### config.mk
export PLATFORM = sky130hd
export DESIGN_NAME = result_stream_serializer
export DESIGN_NICKNAME = d
export VERILOG_FILES = /design/src/rtl/output_wrapper_pkg.sv /design/src/rtl/sync_fifo.sv /design/src/rtl/result_stream_serializer.sv
export SDC_FILE = /design/constraint.sdc
export NUM_CORES = 1
export LEC_CHECK = 0
export CORE_MARGIN = 3
export CORE_UTILIZATION = 45
export DETAILED_ROUTE_END_ITERATION = 7
export PLACE_DENSITY = 0.7
export SETUP_SLACK_MARGIN = 0.2
export SYNTH_ARGS = -nofsm -noshare
export SYNTH_HDL_FRONTEND = slang
export SYNTH_SLANG_ARGS = --single-unit
export TNS_END_PERCENT = 10
### constraint.sdc
create_clock -name clk -period 3.2 [get_ports clk]
set_clock_uncertainty 0.15 [all_clocks]
set_input_delay 0.48 -clock clk [delete_from_list [all_inputs] [get_ports clk]]
set_output_delay 0.48 -clock clk [all_outputs]
set_load 0.005 [all_outputs]
### src/rtl/output_wrapper_pkg.sv
// Shared types and sizing helpers for the divider result stream serializer.
package output_wrapper_pkg;

  typedef enum logic [0:0] {
    IDLE = 1'b0,
    SEND = 1'b1
  } state_e;

  // Bus beats needed to send one Quotient/Remainder pair.
  function automatic int unsigned beats(input int unsigned data_w, input int unsigned bus_w);
    return (2 * data_w) / bus_w;
  endfunction

  function automatic int unsigned pair_width(input int unsigned data_w);
    return 2 * data_w;
  endfunction

endpackage

### src/rtl/sync_fifo.sv
// Single-clock FIFO with registered occupancy; head entry is visible on rdata without a pop.
module sync_fifo #(
  parameter int unsigned WIDTH = 32,
  parameter int unsigned DEPTH = 4,
  localparam int unsigned LVL_W = $clog2(DEPTH + 1)
) (
  input  logic             clk,
  input  logic             rst_n,
  input  logic             push,
  input  logic [WIDTH-1:0] wdata,
  input  logic             pop,
  output logic [WIDTH-1:0] rdata,
  output logic             full,
  output logic             empty,
  output logic [LVL_W-1:0] level
);

  localparam int unsigned PTR_W = $clog2(DEPTH);

  logic [WIDTH-1:0] mem_q [DEPTH];
  logic [PTR_W-1:0] wr_ptr_q, wr_ptr_d;
  logic [PTR_W-1:0] rd_ptr_q, rd_ptr_d;
  logic [LVL_W-1:0] level_q, level_d;
  logic             do_push, do_pop;

  assign full    = (level_q == LVL_W'(DEPTH));
  assign empty   = (level_q == '0);
  assign level   = level_q;
  assign rdata   = mem_q[rd_ptr_q];
  assign do_push = push && !full;
  assign do_pop  = pop && !empty;

  // Pointers wrap naturally because DEPTH is a power of two.
  always_comb begin
    wr_ptr_d = wr_ptr_q;
    rd_ptr_d = rd_ptr_q;
    level_d  = level_q;
    if (do_push) wr_ptr_d = wr_ptr_q + PTR_W'(1);
    if (do_pop)  rd_ptr_d = rd_ptr_q + PTR_W'(1);
    if (do_push && !do_pop)      level_d = level_q + LVL_W'(1);
    else if (!do_push && do_pop) level_d = level_q - LVL_W'(1);
  end

  always_ff @(posedge clk or negedge rst_n) begin
    if (!rst_n) begin
      wr_ptr_q <= '0;
      rd_ptr_q <= '0;
      level_q  <= '0;
    end else begin
      wr_ptr_q <= wr_ptr_d;
      rd_ptr_q <= rd_ptr_d;
      level_q  <= level_d;
    end
  end

  always_ff @(posedge clk) begin
    if (do_push) mem_q[wr_ptr_q] <= wdata;
  end

endmodule

### src/rtl/result_stream_serializer.sv
// Buffers divider result pairs and streams them out as BUS_W-bit beats over a
// ReceiveData/OutBuffFull handshake.
module result_stream_serializer
  import output_wrapper_pkg::*;
#(
  parameter int unsigned DATA_W    = 16,
  parameter int unsigned BUS_W     = 8,
  parameter int unsigned DEPTH     = 4,
  parameter int unsigned MSB_FIRST = 1,
  localparam int unsigned LVL_W    = $clog2(DEPTH + 1)
) (
  input  logic              clk,
  input  logic              reset,
  input  logic              Ready,
  input  logic [DATA_W-1:0] Quotient,
  input  logic [DATA_W-1:0] Remainder,
  input  logic              ReceiveData,
  output logic              ReadyForInput,
  output logic              OutBuffFull,
  output logic [BUS_W-1:0]  DataOut,
  output logic              Overflow,
  output logic [LVL_W-1:0]  Level
);

  localparam int unsigned PAIR_W = pair_width(DATA_W);
  localparam int unsigned BEATS  = beats(DATA_W, BUS_W);
  localparam int unsigned CHUNKS = DATA_W / BUS_W;
  localparam int unsigned BEAT_W = $clog2(BEATS);

  logic [PAIR_W-1:0] fifo_rdata, ordered;
  logic              fifo_full, fifo_empty, fifo_pop, push;

  state_e            state_q, state_d;
  logic [BEAT_W-1:0] beat_q, beat_d;
  logic [PAIR_W-1:0] shreg_q, shreg_d;
  logic [BUS_W-1:0]  data_out_q, data_out_d;
  logic              overflow_q, overflow_d;
  logic              last_beat;

  assign ReadyForInput = !fifo_full;
  assign push          = Ready && !fifo_full;
  assign OutBuffFull   = (state_q == SEND);
  assign DataOut       = data_out_q;
  assign Overflow      = overflow_q;
  assign last_beat     = (beat_q == BEAT_W'(BEATS - 1));

  sync_fifo #(
    .WIDTH (PAIR_W),
    .DEPTH (DEPTH)
  ) u_fifo (
    .clk   (clk),
    .rst_n (reset),
    .push  (push),
    .wdata ({Quotient, Remainder}),
    .pop   (fifo_pop),
    .rdata (fifo_rdata),
    .full  (fifo_full),
    .empty (fifo_empty),
    .level (Level)
  );

  // Rearrange chunks at load time so the shifter always emits its top chunk next.
  always_comb begin
    ordered = '0;
    for (int w = 0; w < 2; w++) begin
      for (int c = 0; c < int'(CHUNKS); c++) begin
        ordered[(w * CHUNKS + c) * BUS_W +: BUS_W] =
          fifo_rdata[(w * CHUNKS + ((MSB_FIRST != 0) ? c : (CHUNKS - 1 - c))) * BUS_W +: BUS_W];
      end
    end
  end

  always_comb begin
    state_d    = state_q;
    beat_d     = beat_q;
    shreg_d    = shreg_q;
    data_out_d = data_out_q;
    overflow_d = overflow_q | (Ready && fifo_full);
    fifo_pop   = 1'b0;
    case (state_q)
      IDLE: begin
        if (!fifo_empty) begin
          fifo_pop   = 1'b1;
          state_d    = SEND;
          beat_d     = '0;
          data_out_d = ordered[PAIR_W-1 -: BUS_W];
          shreg_d    = ordered << BUS_W;
        end
      end
      SEND: begin
        if (ReceiveData) begin
          if (last_beat) begin
            if (!fifo_empty) begin
              // Back-to-back reload keeps the bus busy with no idle cycle.
              fifo_pop   = 1'b1;
              beat_d     = '0;
              data_out_d = ordered[PAIR_W-1 -: BUS_W];
              shreg_d    = ordered << BUS_W;
            end else begin
              state_d = IDLE;
            end
          end else begin
            beat_d     = beat_q + BEAT_W'(1);
            data_out_d = shreg_q[PAIR_W-1 -: BUS_W];
            shreg_d    = shreg_q << BUS_W;
          end
        end
      end
      default: state_d = IDLE;
    endcase
  end

  always_ff @(posedge clk or negedge reset) begin
    if (!reset) begin
      state_q    <= IDLE;
      beat_q     <= '0;
      shreg_q    <= '0;
      data_out_q <= '0;
      overflow_q <= 1'b0;
    end else begin
      state_q    <= state_d;
      beat_q     <= beat_d;
      shreg_q    <= shreg_d;
      data_out_q <= data_out_d;
      overflow_q <= overflow_d;
    end
  end

endmodule

==> flow_metrics.py <==
metrics = {
    "setup_path": {
        "cp_slowest_cell": "dfrtp_1",
        "reg2reg_slack_ns": 0.79,
        "crit_arrival_ns": 2.60,
        "path_class": "reg -> reg",
        "worstPathRequired_ns": 3.38,
        "crit_path_cell_trace": "nor3b_1, nor2b_1, ha_1, inv_1, fa_1, xor2_1, nor2_1, xor2_1",
        "cp_slowest_stage_delay_ns": 0.42,
        "cp_max_fo": 7,
        "worstSetupEndpointType": "register",
        "startpoint_type": "register",
        "crit_top_cell": "xor2_1",
        "crit_buf_inv": 1,
        "path_delay_family": "simple AND/OR/NAND/NOR gates",
    },
    "power_and_ir_drop": {
        "p_clk_share_pct": 28.6,
        "p_sw_mw": 2.12,
        "ir_worst_vdd_mv": 0.420,
        "power_density_mw_per_mm2": 884,
        "p_leak_nw": 2.98,
        "sequentialPowerShare_pct": 45.2,
        "power_frac_comb_pct": 26.2,
        "p_int_mw": 5.50,
        "sw_frac_of_total_pct": 27.8,
    },
    "global_routing": {
        "antenna_found_initial": 0,
        "grt_pass1_vias": 4071,
        "global_route.usage.met1_pct": 21.9,
        "groute.usage.overall_pct": 16.6,
        "grt_max_degree": 68,
        "grt_pass1_wl_mm": 22.4,
        "use_met2_pct": 27.1,
        "grt-ovfl-total": 0,
        "grt-busiest-layer": "met2",
        "globalRouteMet3Util_pct": 4.31,
    },
    "die": {
        "io_pins": 50,
        "core_area_mm2": 0.0155,
        "dieArea_mm2": 0.0178,
        "die_h_um": 134,
        "die_w_um": 134,
        "num_rows": 45,
        "initial_utilization_pct": 47.1,
    },
    "logic_synthesis": {
        "yosysTopAreaCellShare_pct": 52.5,
        "async_flop_share_pct": 28.5,
        "yosysWarningCount": 0,
        "syn_area_mm2": 0.00732,
        "synth-seq-cells": 179,
        "ys_top_cells_by_area": "edfxtp_1, dfrtp_1, mux4_2",
        "ys_dominant_reg_cell": "edfxtp_1",
        "seq_area_frac_synth_pct": 70.0,
        "synth.distinct_cells": 30,
        "synth_edf_count": 128,
        "yosysTopAreaCell": "edfxtp_1",
        "avgSynthCellArea_um2": 17.4,
        "netlist_instances": 421,
        "syn-num-nets": 464,
    },
    "final_layout": {
        "drive_above_1_share_pct": 16.5,
        "utilization_pct": 55.4,
        "seq_area_mm2": 0.00512,
        "multi_input_area_mm2": 0.00198,
        "layout_common_cells": "edfxtp_1, dfrtp_1, clkdlybuf4s50_1",
        "area_growth_pct": 17.7,
        "final_common_cell": "edfxtp_1",
        "layout.nets": 515,
        "fillers": 1219,
        "diodes": 0,
    },
    "placement": {
        "io_buffers": 49,
        "post-place-ws_ns": 0.392,
        "finalWeightedCongestion": 0.754,
        "detailed_place_hpwl_mm": 8.03,
    },
    "detailed_routing": {
        "dr.pass1.iters": 4,
        "vias_per_cell": 5.49,
        "drc_errors": 0,
        "wl_per_cell_um": 19.8,
        "drtIter0Drc": 353,
        "drtAntennaViolNets": 0,
        "drt-total-wl_mm": 13.8,
        "route.vias.total": 3824,
    },
    "clock_network": {
        "clock_path_buffers": 2,
        "root_buffer": "clkbuf_16",
        "h-tree-depth": 4,
        "cts_tree": "yes",
        "clkSinkCount": 179,
        "cts_setup_buffers": 0,
        "cts_buffers": 17,
        "clock_latency_ns": 0.42,
        "cts_resized": 0,
        "path_clk_slew_ns": 0.06,
    },
    "job": {
        "cap_viol_max_count": 0,
    },
    "sta": {
        "tns_ns": 0,
        "max_slew_margin_pct": 61.1,
        "max_freq_ghz": 0.415,
        "tightest_slew_ns": 0.584,
        "rsz0062_at_grt": "false",
        "setup_ws_ns": 0.788,
        "post-route-period-util_pct": 75.4,
        "slew_violations": 0,
        "hold_viol": 0,
        "setup_violations": 0,
        "fin_crit_ns": 2.41,
    },
    "worst_hold_path": {
        "hp-class": "reg -> reg",
    },
    "run_status": {
        "status": "finished clean",
    },
}
## flip-flops by register name, summed over array words and instances (netlist names)
name and cells:
shreg_q 32, beat_q 2, u_fifo.wr_ptr_q 2, Overflow 1, u_fifo.rd_ptr_q 2, OutBuffFull 1
u_fifo.level 3, DataOut 8, u_fifo.mem_q 128
## cell usage after synthesis, types with 2 or more instances
library cell and count:
buf_2 15, edfxtp_1 128, inv_1 7, buf_12 3
nor2b_1 10, nor3b_1 33, clkbuf_1 11, xor2_1 3
and2_1 4, mux4_1 4, a21o_1 3, mux2_2 2
o21ai_0 33, o221a_2 4, nor2_1 33, o221a_1 28
dfrtp_1 51, xnor2_1 3, nand2_1 3, mux4_2 28
ha_1 6
## logic make-up (layout without fill, tap and decap cells)
family	count (synthesis)	after routing	share of synthesized area, %
AO/OA/AOI/OAI	70	70	7.76
XOR/XNOR	6	6	0.718
adder cells (fa/ha/maj)	7	7	1.30
buffers and inverters	38	102	3.03
flip-flops	179	179	70.0
multiplexers	35	35	10.5
AND/OR/NAND/NOR	86	86	6.72
## per-stage QoR
step                      instances  hold WS, ns  cell area [µm²]  power, mW
after floorplan                 421       0.0344             7320       4.85
after detailed placement        663        0.304             7980       5.53
after CTS                       696        0.318             8620       7.71
after global placement          663        0.294             7980       5.44
final                           696        0.309             8620       7.62
after global routing            696        0.343             8620       8.04
## power by group through the flow
stage	registers (mW)	logic [mW]	clock network, mW
after global routing	3.50	2.21	2.32
final	3.44	2.00	2.18
after CTS	3.45	2.04	2.22
after floorplan	3.36	1.49	0
after global placement	3.45	1.99	0
after detailed placement	3.49	2.04	0
## final cells by class
| class | count | area share (%) |
|---|---|---|
| multi-input cells | 204 | 22.9 |
| repair buffers | 63 | 6.97 |
| clock buffers | 22 | 5.50 |
| inverters | 7 | 0.305 |
| well taps | 211 | 3.06 |
| clock inverters | 10 | 1.79 |
| flip-flops and latches | 179 | 59.4 |
## worst register-to-register path, delay by kind of cell, from the launching register on
family	cells	cell delay, ns
XOR/XNOR	2	0.35
adder cells (fa/ha/maj)	2	0.64
buffers and inverters	1	0.06
flip-flops	1	0.42
AND/OR/NAND/NOR	3	0.71
## repair_timing
action                                  4_1_cts  5_1_grt
endpoints found under the setup margin        0        0
hold endpoints to repair                     22        0
hold buffers                                  1        0
## path summary, 6_finish.rpt
path,start,to,depth (start not counted)
worst max-delay path,u_fifo.level[2]$_DFFE_PN0P_,u_fifo.level[2]$_DFFE_PN0P_,8
worst min-delay path,Overflow$_DFF_PN0_,Overflow$_DFF_PN0_,1
worst max register to register,u_fifo.level[2]$_DFFE_PN0P_,u_fifo.level[2]$_DFFE_PN0P_,8
worst min register to register,Overflow$_DFF_PN0_,Overflow$_DFF_PN0_,1
max in group asynchronous,reset,u_fifo.rd_ptr_q[0]$_DFFE_PN0P_,3
min in group asynchronous,reset,Overflow$_DFF_PN0_,2
## per-layer routing
metal / wire length [µm] / share of wire [%]
met1: 5980 / 43
met3: 527 / 3.8
met5: 0 / 0
met4: 230 / 1.7
met2: 7050 / 51
Power figures use the tool's default switching activity.
